===== config.mk =====
export PLATFORM = sky130hd
export DESIGN_NAME = instr_fetch_unit
export DESIGN_NICKNAME = d
export VERILOG_FILES = /design/src/rtl/instr_fetch_unit.sv
export SDC_FILE = /design/constraint.sdc
export NUM_CORES = 1
export LEC_CHECK = 0
export CAP_MARGIN = 20
export CELL_PAD_IN_SITES_DETAIL_PLACEMENT = 1
export CELL_PAD_IN_SITES_GLOBAL_PLACEMENT = 1
export CORE_ASPECT_RATIO = 0.5
export CORE_MARGIN = 1
export CORE_UTILIZATION = 31
export CTS_BUF_LIST = sky130_fd_sc_hd__clkbuf_4 sky130_fd_sc_hd__clkbuf_8
export DETAILED_ROUTE_END_ITERATION = 10
export PLACE_DENSITY_LB_ADDON = 0.1
export SLEW_MARGIN = 20
export SYNTH_ARGS = -nofsm -noshare
export SYNTH_HDL_FRONTEND = slang
export SYNTH_SLANG_ARGS = --single-unit

===== constraint.sdc =====
create_clock -name clock -period 4.3 [get_ports clock]
set_input_delay 0.86 -clock clock [delete_from_list [all_inputs] [get_ports clock]]
set_output_delay 0.86 -clock clock [all_outputs]
set_load 0.01 [all_outputs]

===== src/rtl/instr_fetch_unit.sv =====
// instr_fetch_unit: owns the program counter, fetches 32-bit instruction
// words over a req/ack handshake and holds a registered IR with a valid
// flag until the control unit signals completion via `advance`.
//
// Handshake: `mem_req` is registered and stays high with `mem_addr` stable
// until a cycle in which `mem_ack` is high; `mem_rdata` is taken in that same
// cycle. `mem_ack` has no effect outside FETCH or while `mem_req` is low.
module instr_fetch_unit #(
    parameter int ADDR_W   = 64,
    parameter logic [ADDR_W-1:0] RESET_PC = '0
) (
    input  logic              clock,
    input  logic              reset,
    input  logic [1:0]        pc_sel,
    input  logic [ADDR_W-1:0] jump_offset,
    input  logic [ADDR_W-1:0] pc_in,
    input  logic              advance,
    output logic [ADDR_W-1:0] mem_addr,
    output logic              mem_req,
    input  logic              mem_ack,
    input  logic [31:0]       mem_rdata,
    output logic [31:0]       IR,
    output logic              ir_valid,
    output logic [ADDR_W-1:0] pc,
    output logic [ADDR_W-1:0] pc_plus4,
    output logic [1:0]        dbg_state
);

    typedef enum logic [1:0] {
        ST_RST   = 2'd0,
        ST_FETCH = 2'd1,
        ST_EXEC  = 2'd2
    } state_t;

    localparam logic [1:0] PC_HOLD  = 2'b00;
    localparam logic [1:0] PC_PLUS4 = 2'b01;
    localparam logic [1:0] PC_JUMP  = 2'b10;
    localparam logic [1:0] PC_IN    = 2'b11;

    state_t            r_state;
    logic [ADDR_W-1:0] r_pc;
    logic [31:0]       r_ir;
    logic              r_ir_valid;
    logic              r_mem_req;

    logic [ADDR_W-1:0] w_pc_plus4;
    logic [ADDR_W-1:0] w_pc_jump;
    logic [ADDR_W-1:0] w_pc_reg;

    // Candidate next-PC values; all arithmetic wraps modulo 2^ADDR_W.
    always_comb begin
        w_pc_plus4 = r_pc + ADDR_W'(4);
        w_pc_jump  = r_pc + jump_offset;
        w_pc_reg   = pc_in & ~ADDR_W'(3);
    end

    // Sequencer: reset -> fetch -> execute, with registered handshake outputs.
    always_ff @(posedge clock or negedge reset) begin
        if (!reset) begin
            r_state    <= ST_RST;
            r_pc       <= RESET_PC;
            r_ir       <= '0;
            r_ir_valid <= 1'b0;
            r_mem_req  <= 1'b0;
        end else begin
            case (r_state)
                ST_RST: begin
                    r_state   <= ST_FETCH;
                    r_mem_req <= 1'b1;
                end
                ST_FETCH: begin
                    // advance is deliberately not looked at here.
                    if (r_mem_req && mem_ack) begin
                        r_ir       <= mem_rdata;
                        r_ir_valid <= 1'b1;
                        r_mem_req  <= 1'b0;
                        r_state    <= ST_EXEC;
                    end
                end
                ST_EXEC: begin
                    if (advance && (pc_sel != PC_HOLD)) begin
                        case (pc_sel)
                            PC_PLUS4: r_pc <= w_pc_plus4;
                            PC_JUMP:  r_pc <= w_pc_jump;
                            PC_IN:    r_pc <= w_pc_reg;
                            default:  r_pc <= r_pc;
                        endcase
                        r_ir_valid <= 1'b0;
                        r_mem_req  <= 1'b1;
                        r_state    <= ST_FETCH;
                    end
                end
                default: begin
                    r_state    <= ST_RST;
                    r_ir_valid <= 1'b0;
                    r_mem_req  <= 1'b0;
                end
            endcase
        end
    end

    // Output mapping; the fetch address is always the current PC.
    always_comb begin
        mem_addr  = r_pc;
        mem_req   = r_mem_req;
        IR        = r_ir;
        ir_valid  = r_ir_valid;
        pc        = r_pc;
        pc_plus4  = w_pc_plus4;
        dbg_state = r_state;
    end

endmodule


# Yosys cells after proc, flatten, opt, wreduce, memory -nomap -nowiden
# Cells that the tools add are included.
# word_totals
register_bits	100
input_bits	166
output_inout_bits	228
word_cells	34
# op_classes
add_sub_neg	2
n_eq_ne	7
n_mux	10
bitwise_logic	1
reduce_logical	9
# ops
op	n
64-bit case mux with 3 select lines	1
64-bit by 3-bit adder with 64-bit output, second input constant	1
64-bit adder	1
2-bit equality test, second input constant	3
1-bit case mux with 3 select lines	2
2-bit case mux with 3 select lines	1
3-bit AND reduction	2
2-bit by 1-bit equality test with 1-bit output, second input constant	2
1-bit 2-to-1 mux	4
2-bit 2-to-1 mux	2
2-bit inequality test, second input constant	2
2-bit AND reduction	2
3-bit nonzero test	1
1-bit logical AND	2
2-bit logical NOT	1
2-bit nonzero test	1
1-bit NOT	1

# Depth between registers and ports, before layout
# Gate-level depths: netlist (run 1).
# logic_depth
depth_word	4
mapped_depth	12
ltp_nobuf	12

# Worst setup path after synthesis (run 1)
# OpenSTA, ideal clock, no wires.
# synth_timing
kind	in2reg
start	input jump_offset[0]
end	register r_pc[32] (netlist: mem_addr[32])
setup_time_ns	0.119
arrival_ns	3.461
required_ns	4.181
slack_ns	0.720
path_stages	12
path_buffers	0
path_cell_list	ha_1 fa_1 a21o_1 a221oi_2 o211ai_2 a2111oi_2 o21bai_1 a21bo_2 a21oi_1 xor2_1 o21ai_0 o21a_1
# synth_via
elab_chain_cells	2
# synth_lines
item	line	rtl
from (decl)	15	input logic [ADDR_W-1:0] jump_offset,
64-bit adder	53	w_pc_jump = r_pc + jump_offset;
64-bit case mux with 3 select lines	82	case (pc_sel)
to (signal assigned)	83	PC_PLUS4: r_pc <= w_pc_plus4;
to (signal assigned)	84	PC_JUMP: r_pc <= w_pc_jump;
to (signal assigned)	85	PC_IN: r_pc <= w_pc_reg;
to (decl)	41	logic [ADDR_W-1:0] r_pc;
# No other way between the ends.
# A chain may end at the register's enable or synchronous reset.

# Worst setup path in the final report (run 1)
# layout_timing
start	register r_pc[24] (netlist: mem_addr[24])
end	output pc_plus4[59]
# layout_via
elab_chain_cells	1
# layout_lines
item	line	rtl
64-bit by 3-bit adder with 64-bit output	52	w_pc_plus4 = r_pc + ADDR_W'(4);
to (decl)	25	output logic [ADDR_W-1:0] pc_plus4,
# No other way between the ends.

==> run_results.csv, run 1 <==
group,metric,value,unit
status,outcome,"finished clean",
placement,gp_congestion,0.912,
worst_setup_path,max_stage_delay,480,ps
drt,drt-total-wl,49100,um
worst_setup_path,path_cells,"nand4_1, nor3_1, buf_4, and3_1, and2_4, nand2_4, o21a_1, or2_2, clkdlybuf4s50_1",
floorplanning,design.die.area,35000,um2
timing,fmax,238,MHz
global_route,grt.overflow.total,0,
logic_synthesis,avgSynthCellArea,7.80,um2
floorplanning,num_rows,47,
layout,post_route_cells_drive_above_1_share,11.3,%
layout,syn_to_final_growth,42.4,%
worst_setup_path,critical_path_class,"flop to output port",
global_route,grt.total_usage,27.7,%
timing,finalSetupViolCount,0,
drt,dr.pass1.iters,5,
clocking,cts_buffers,9,
global_route,antenna_found_initial,1,
clocking,cts.path.max_buffers,2,
placement,dpl_cell_area,14800,um2
timing,skew,25.8,ps
timing,slew_headroom,38.8,%
logic_synthesis,ys_ff_latch,99,
global_route,grt_max_degree,71,
drt,postRouteAntennaNets,0,
floorplanning,start_util,31.8,%
drt,avgRoutedWirePerCell,22.9,um
clocking,cts_tree,"done",
drt,drc,0,
worst_setup_path,cpLargestDelayFamily,"simple AND/OR/NAND/NOR gates",
clocking,clk_pin_slew,140,ps
logic_synthesis,synth_edf_count,0,
logic_synthesis,seq_area_frac_synth,23.3,%
logic_synthesis,async_flop_share,100,%
global_route,grt_pass1_wl,75600,um
worst_setup_path,endpoint_kind,"output port",
worst_setup_path,cp_max_fo,8,
worst_setup_path,critPathSlowestCell,"dfrtp_2",
power,power_density,677,nW/um2
drt,detail_route.vias_per_cell,5.59,
timing,finalHoldViolCount,0,
placement,dp_hpwl,38600,um
clocking,cts_hold_buf,0,
logic_synthesis,yosys_warnings,0,
worst_setup_path,start_kind,"flop",
layout,final_nets,1932,
logic_synthesis,synthDistinctLibCells,85,
worst_setup_path,path_depth,9,
logic_synthesis,syn-num-nets,1593,
power,leakage,6.14,nW
floorplanning,coreArea,33400,um2
placement,dp_cells,2128,
drt,drtIter0Drc,717,
timing,slew_violations,0,
worst_setup_path,rr_worst_depth,13,
clocking,clk_latency,440,ps
logic_synthesis,syn_inst,1362,
timing,finalCriticalPeriod,4200,ps
worst_hold_path,min-delay-path-class,"primary input to asynchronous set/reset pin",
layout,stdcell_area,15100,um2
layout,fillers,3982,
flow_run,cap_violations,0,
floorplanning,die_h,133,um
power,p_total,10.2,mW
logic_synthesis,synth_top_flop_cell,"dfrtp_1",
clocking,htreeDepth,3,
layout,final_core_util,45.3,%
worst_setup_path,worstPathArrival,3340,ps
worst_setup_path,crit_buf_inv,2,
clocking,cts_root_buffer,"clkbuf_8",
worst_setup_path,worst_ep_required_time,3440,ps
global_route,grt_pass1_vias,12725,
timing,worst_pin_slew,909,ps
placement,port_buffers,391,
drt,num_vias,12013,
floorplanning,die_width,264,um
timing,tns,0,ps
power,ir_drop,244,uV
floorplanning,ioPinCount,394,
timing,period_share,97.6,%
layout,fin_cells,2148,
logic_synthesis,syn_area,10600,um2
clocking,cts.sinks,99,
==> final timing paths <==
path	startpoint	endpoint	slack (ps)
worst max-delay path	mem_addr[24]	pc_plus4[59]	100
worst min-delay path	reset	IR[0]	460
worst max register to register	mem_addr[0]	mem_addr[60]	600
worst min register to register	IR[7]	IR[7]	510
max in group asynchronous	reset	mem_addr[44]	2910
min in group clock	IR[7]	IR[7]	510
==> power breakdown <==
group          total [mW]  switching (mW)  leakage (nW)  internal [mW]
sequential           2.01           0.641          1.17           1.37
combinational        7.50            3.79          4.87           3.71
clock               0.730           0.444         0.107          0.285
total                10.2            4.87          6.14           5.37
==> metrics by stage <==
stage	worst slack (ps)	hold WS, ps
3_5_place_dp	-182	496
3_3_place_gp	-162	486
4_1_cts	-23.4	461
2_1_floorplan	720	550
5_1_grt	-13.8	477
6_report	105	460
==> cells in the final DEF, fill, tap and decap left out, types with 6 or more instances in the layout <==
| cell type | Yosys | final |
|---|---|---|
| a211oi_1 | 6 | 6 |
| a21o_1 | 42 | 42 |
| a21oi_1 | 105 | 105 |
| a22oi_1 | 11 | 11 |
| a31oi_1 | 9 | 9 |
| and2_1 | 13 | 13 |
| and3_1 | 21 | 21 |
| and4_1 | 13 | 13 |
| buf_4 | 70 | 82 |
| clkbuf_8 | 3 | 9 |
| clkdlybuf4s50_1 | 0 | 387 |
| dfrtp_1 | 99 | 83 |
| dfrtp_2 | 0 | 16 |
| ha_1 | 64 | 64 |
| inv_1 | 19 | 19 |
| mux2_2 | 34 | 34 |
| mux2i_1 | 9 | 9 |
| nand2_1 | 155 | 155 |
| nand2b_1 | 7 | 7 |
| nand3_1 | 47 | 46 |
| nand4_1 | 33 | 33 |
| nor2_1 | 90 | 88 |
| nor3_1 | 29 | 27 |
| nor4_1 | 8 | 7 |
| o211ai_1 | 25 | 25 |
| o21a_1 | 8 | 8 |
| o21ai_0 | 129 | 129 |
| o21bai_1 | 13 | 13 |
| o221ai_1 | 8 | 8 |
| o31ai_1 | 7 | 7 |
| xnor2_1 | 59 | 59 |
| xor2_1 | 51 | 51 |
==> final cells by class <==
cell class / count / area, um2 / share of cell area [%]
Inverter: 20 / 75.1 / 0.497
Sequential cell: 99 / 2500 / 16.5
Multi-Input combinational cell: 1097 / 7220 / 47.8
Antenna cell: 1 / 2.50 / 0.0166
Clock inverter: 7 / 93.8 / 0.621
Timing Repair Buffer: 474 / 4550 / 30.1
Tap cell: 441 / 552 / 3.65
Clock buffer: 9 / 124 / 0.819
==> metal layers <==
| metal | wire [um] | up-vias | GRT usage (%) |
|---|---|---|---|
| li1 | - | 5602 | - |
| met1 | 21600 | 5994 | 34.8 |
| met2 | 24100 | 349 | 48.7 |
| met3 | 2250 | 68 | 4.54 |
| met4 | 1190 | 0 | 8.22 |
| met5 | 0 | - | 0 |
==> kinds of logic (layout without fill, tap and decap cells) <==
group           Yosys count  in the layout  synth area share [%]
compound gates          435            435                  26.4
xor+xnor                110            110                  9.07
fa+ha+maj                65             65                  7.73
buf+inv                 166            510                  8.93
flops                    99             99                  23.3
mux                      43             43                  4.45
other cells               0              1                     0
simple gates            444            444                  20.1
==> sequential cells by signal, indices dropped and copies added (netlist names) <==
| register | count |
|---|---|
| IR | 32 |
| mem_req | 1 |
| dbg_state | 1 |
| mem_addr | 64 |
| ir_valid | 1 |
==> Yosys cell counts (8+ instances only) <==
master	n	area [um2]
nand3_1	47	235
xnor2_1	59	517
o21ai_0	129	646
mux2i_1	9	90.1
o221ai_1	8	70.1
nand2_1	155	582
clkbuf_1	54	203
dfrtp_1	99	2480
o21bai_1	13	97.6
a31oi_1	9	56.3
nor2_1	90	338
inv_1	19	71.3
buf_4	70	526
nand4_1	33	206
and4_1	13	114
and3_1	21	131
o21a_1	8	60.1
and2_1	13	81.3
a22oi_1	11	82.6
o211ai_1	25	188
nor3_1	29	145
xor2_1	51	447
ha_1	64	801
a21o_1	42	315
a21oi_1	105	526
buf_2	8	40.0
mux2_2	34	383
nor4_1	8	50.1
==> timing repair <==
item                                    4_1_cts  5_1_grt
endpoints found under the setup margin        9       14
resized for setup                             7       16
buffers inserted                              0        3
endpoints found under the hold margin         0        0
Power figures use the tool's default switching activity.
==> inputs of run 2 (changes only) <==
- PLACE_DENSITY_LB_ADDON: 0.1 -> 0.15
==> run 2 against run 1 <==
  * Register-to-register slack worse by 80 ps
  * First-iteration DRC count grew 9.1%
  * Cell area is 0.36% higher
  * Utilization grew 0.16 points
  * Clock power shrank 5.3%
  * Clock skew decreased by 4.4 ps
  * Count of clock-buffer cells in the layout did not move
  * Sequential power about the same
  * Largest power group unchanged
  * Highest routed layer unchanged
==> run_results.csv, run 2 (synthesis results as in run 1) <==
group,metric,value,unit
global_route,antenna_found_initial,3,
clocking,clk_latency,440,ps
timing,finalSetupViolCount,0,
clocking,htreeDepth,3,
layout,final_cell_mix,"clkdlybuf4s50_1, nand2_1, o21ai_0",
global_route,grt.overflow.total,0,
layout,final_core_util,45.4,%
global_route,grt_pass1_vias,12171,
worst_hold_path,min-delay-path-class,"flop to flop",
floorplanning,coreArea,33400,um2
timing,rsz0062_at_grt,"no",
timing,finalHoldViolCount,0,
floorplanning,die_width,264,um
drt,detail_route.vias_per_cell,5.52,
status,outcome,"finished clean",
drt,drt-total-wl,48600,um
layout,final_common_cell,"clkdlybuf4s50_1",
layout,syn_to_final_growth,42.9,%
floorplanning,num_rows,47,
timing,slew_headroom,31.8,%
drt,dr.pass1.iters,5,
worst_setup_path,path_cells,"nand3_2, nor4_2, buf_4, and2_1, nand2_1, nor3_1, buf_4, and4_1, xor2_1, clkdlybuf4s50_1",
clocking,cts_tree,"done",
timing,fmax,241,MHz
global_route,grt.total_usage,27.4,%
worst_setup_path,start_kind,"flop",
global_route,grt_max_degree,68,
global_route,grt_pass1_wl,74700,um
floorplanning,die_h,133,um
timing,finalCriticalPeriod,4140,ps
layout,post_route_cells_drive_above_1_share,11.4,%
worst_setup_path,worstReg2RegStart,"mem_addr[4]",
drt,postRouteAntennaNets,0,
layout,final_nets,1944,
timing,worst_pin_slew,1010,ps
timing,whs,517,ps
clocking,cts.path.max_buffers,2,
layout,largest_reg_flops,64,
clocking,cts_hold_buf,0,
floorplanning,design.die.area,35000,um2
placement,port_buffers,391,
placement,dp_hpwl,39100,um
worst_setup_path,endpoint_kind,"output port",
timing,period_share,96.4,%
worst_setup_path,crit_top_cell,"buf_4",
worst_setup_path,cp_max_fo,7,
worst_setup_path,critical_path_class,"flop to output port",
worst_setup_path,max_stage_delay,580,ps
clocking,cts.sinks,99,
floorplanning,ioPinCount,394,
placement,dp_cells,2135,
drt,avgRoutedWirePerCell,22.5,um
power,leakage,6.20,nW
worst_hold_path,holdCritStartpoint,"IR[15]",
layout,fin_cells,2161,
timing,skew,21.4,ps
worst_setup_path,critPathSlowestCell,"clkdlybuf4s50_1",
timing,slew_violations,0,
flow_run,cap_violations,0,
drt,drtIter0Drc,782,
clocking,cts_buffers,9,
drt,num_vias,11937,
floorplanning,start_util,31.8,%
worst_setup_path,crit_start,"mem_addr[7]",
clocking,cts_root_buffer,"clkbuf_8",
worst_setup_path,worst_ep_required_time,3440,ps
power,power_density,680,nW/um2
worst_setup_path,worstPathArrival,3280,ps
power,ir_drop,249,uV
worst_setup_path,rrSetupSlack,520,ps
clocking,clk_pin_slew,130,ps
placement,gp_congestion,0.940,
drt,drc,0,
## run 2: area by class of cell
cell class	count	area [um2]
clock inverter	7	88.8
antenna	2	5.00
multi-input combinational	1097	7210
fill	4017	18200
clock buffer	9	124
inverter	20	75.1
tap	441	552
sequential	99	2490
timing repair buffer	486	4630
## run 2: per-layer routing
metal | track usage [%] | up-vias | share of wire (%)
li1 | - | 5631 | -
met4 | 8.80 | 0 | 2.9
met5 | 0 | - | 0
met1 | 35.9 | 5868 | 44
met3 | 4.62 | 71 | 5.4
met2 | 46.0 | 367 | 48
## run 2: power breakdown
group	total, mW	switching [mW]	leakage, nW	internal (mW)
clock	0.691	0.453	0.107	0.238
combinational	7.61	3.85	4.92	3.76
sequential	2.01	0.652	1.17	1.36
total	10.3	4.95	6.20	5.36
## run 2: final timing paths
check / to / cells past startpoint
hold / removal: IR[15] / 1
min in group asynchronous: IR[10] / 1
hold reg to reg: IR[15] / 1
setup reg to reg: mem_addr[63] / 13
setup / recovery: pc_plus4[57] / 10
max in group asynchronous: mem_addr[19] / 2
## run 2: timing repair
item / in CTS / in global routing
resized for setup: 2 / 11
endpoints found under the setup margin: 1 / 16
endpoints found under the hold margin: 0 / 0
pin swaps: 0 / 0
setup buffers: 0 / 8
## run 2: per-stage QoR
step | setup slack (ps) | setup TNS [ps] | area [um2] | total power [mW]
after floorplan | 720 | 0 | 10600 | 6.10
after global placement | -110 | -800 | 14900 | 9.39
after detailed placement | -216 | -2050 | 14900 | 9.55
after CTS | 8.07 | 0 | 15100 | 10.3
after global routing | 4.39 | 0 | 15200 | 11.0
final | 155 | 0 | 15200 | 10.3
## run 2: worst max-delay path: cells and delay by family, from the launching register on
family	cells	cell delay, ps
DFF	1	460
buffers and inverters	3	950
xor gates and xnor gates	1	210
and+or+nand+nor	6	1200
==> inputs of run 3 (changes only) <==
- CORE_ASPECT_RATIO: 0.5 -> 0.75
- CORE_UTILIZATION: 31 -> 33
==> run 3 against run 2 <==
  * Cell area fell by 0.21%
  * Global-route usage increased by 2.5 points
  * Critical path depth shrank 2
  * Sequential cell count unchanged
  * Total power increased by 0.14%
  * Sequential share of layout area hardly changed
  * Utilization increased by 2.7 points
  * Combinational power grew 0.7%
  * Via count increased by 2.3%
  * Maximum frequency decreased by 1.6%
  * Wire length increased by 3.3%
==> run_results.csv, run 3 (synthesis results as in run 1) <==
group,metric,value,unit
drt,detail_route.vias_per_cell,5.75,
layout,post_route_cells_drive_above_1_share,11.4,%
drt,avgRoutedWirePerCell,23.6,um
drt,dr.pass1.iters,5,
timing,period_share,97.9,%
global_route,grt_max_degree,68,
layout,final_nets,1945,
worst_setup_path,worstPathArrival,3350,ps
floorplanning,die_width,209,um
power,sw_frac_of_total,48.0,%
global_route,grt_pass1_vias,12306,
timing,setup_slack,88.4,ps
worst_setup_path,crit_top_cell,"and4_1",
floorplanning,start_util,33.7,%
layout,multi_input_area,7230,um2
timing,worst_pin_slew,901,ps
power,leakage,6.21,nW
clocking,clk_pin_slew,130,ps
floorplanning,design.die.area,32900,um2
worst_setup_path,worst_ep_required_time,3440,ps
placement,dpl_cell_area,14900,um2
worst_setup_path,crit_buf_inv,1,
global_route,grt.overflow.total,0,
worst_setup_path,endpoint_kind,"output port",
timing,finalCriticalPeriod,4210,ps
worst_setup_path,start_kind,"flop",
status,outcome,"finished clean",
layout,seqCellArea,2490,um2
timing,slew_headroom,40.0,%
global_route,antenna_found_initial,1,
power,ir_drop,333,uV
worst_hold_path,min-delay-path-class,"primary input to asynchronous set/reset pin",
flow_run,cap_violations,0,
drt,drtIter0Drc,814,
drt,num_vias,12217,
layout,final_common_cell,"clkdlybuf4s50_1",
drt,drt-total-wl,50200,um
power,combPwrFrac,74.1,%
clocking,cts_tree,"done",
timing,fmax,237,MHz
placement,dp_hpwl,39600,um
timing,finalSetupViolCount,0,
floorplanning,die_h,157,um
layout,stdcell_area,15100,um2
clocking,htreeDepth,3,
clocking,clk_latency,420,ps
layout,largest_reg_flops,64,
power,power_density,682,nW/um2
clocking,cts_root_buffer,"clkbuf_8",
placement,port_buffers,391,
power,p_sw,4.96,mW
timing,skew,15.7,ps
global_route,grt_pass1_wl,75300,um
drt,drc,0,
worst_setup_path,cp_max_fo,8,
worst_setup_path,critical_path_class,"flop to output port",
worst_setup_path,max_stage_delay,530,ps
worst_setup_path,critPathSlowestCell,"dfrtp_1",
drt,postRouteAntennaNets,0,
timing,rsz0062_at_grt,"no",
global_route,grt.total_usage,29.9,%
timing,finalHoldViolCount,0,
power,p_seq_share,19.0,%
placement,place_ws,-128,ps
placement,gp_congestion,0.896,
timing,slew_violations,0,
clocking,cts_hold_buf,0,
floorplanning,coreArea,31500,um2
floorplanning,ioPinCount,394,
power,cellInternalPower,5.37,mW
clocking,cts_buffers,9,
layout,final_cell_mix,"clkdlybuf4s50_1, nand2_1, o21ai_0",
worst_setup_path,path_cells,"and4_1, and4_1, and3_1, and2_4, nand2_4, o21a_1, or2_2, clkdlybuf4s50_1",
power,clkPwrFrac,6.8,%
layout,fillers,3792,
worst_setup_path,cpLargestDelayFamily,"simple AND/OR/NAND/NOR gates",
clocking,cts.path.max_buffers,2,
clocking,cts.sinks,99,
floorplanning,num_rows,56,
layout,syn_to_final_growth,42.6,%
==> run 3: timing repair <==
action / CTS / global route
setup buffers: 3 / 0
setup endpoints to repair: 15 / 11
endpoints found under the hold margin: 0 / 0
gates resized for setup: 8 / 9
pin swaps: 2 / 0
==> run 3: layer usage <==
metal | part of all wire (%) | vias up | global-route usage [%]
li1 | - | 5630 | -
met1 | 46 | 6047 | 40.7
met2 | 45 | 478 | 48.1
met3 | 6.2 | 62 | 5.39
met4 | 2.5 | 0 | 9.21
met5 | 0 | - | 0
==> run 3: metrics by stage <==
step | power [mW] | hold WS [ps] | cells | utilization [%] | TNS, ps
4_1_cts | 10.3 | 474 | 2125 | 48.1 | 0
2_1_floorplan | 6.10 | 550 | 1362 | - | 0
5_1_grt | 11.0 | 503 | 2125 | 48.1 | 0
6_report | 10.3 | 470 | 2126 | 48.1 | 0
3_3_place_gp | 9.40 | 485 | 2106 | 47.2 | -199
3_5_place_dp | 9.56 | 493 | 2106 | 47.2 | -592
==> run 3: power groups by stage <==
stage	clock network, mW	logic, mW	registers, mW
6_report	0.705	7.66	1.97
5_1_grt	0.750	8.19	2.04
4_1_cts	0.725	7.63	1.96
3_5_place_dp	0	7.58	1.98
3_3_place_gp	0	7.46	1.94
2_1_floorplan	0	4.01	2.09
==> run 3: final timing paths <==
path / start / to / slack, ps / cells past startpoint
max in group asynchronous: reset / mem_addr[17] / 2880 / 2
min reg2reg: IR[13] / IR[13] / 520 / 1
min in group clock: IR[13] / IR[13] / 520 / 1
min: reset / IR[0] / 470 / 1
max reg2reg: mem_addr[33] / mem_addr[63] / 600 / 11
max: mem_addr[18] / pc_plus4[59] / 90 / 8
==> run 3: area by class of cell <==
cell class / count / share of cell area [%]
antenna: 1 / 0.0165
clock buffer: 9 / 0.818
clock inverter: 7 / 0.620
inverter: 20 / 0.496
multi-input combinational: 1097 / 47.7
sequential: 99 / 16.4
tap: 406 / 3.35
timing repair buffer: 487 / 30.5
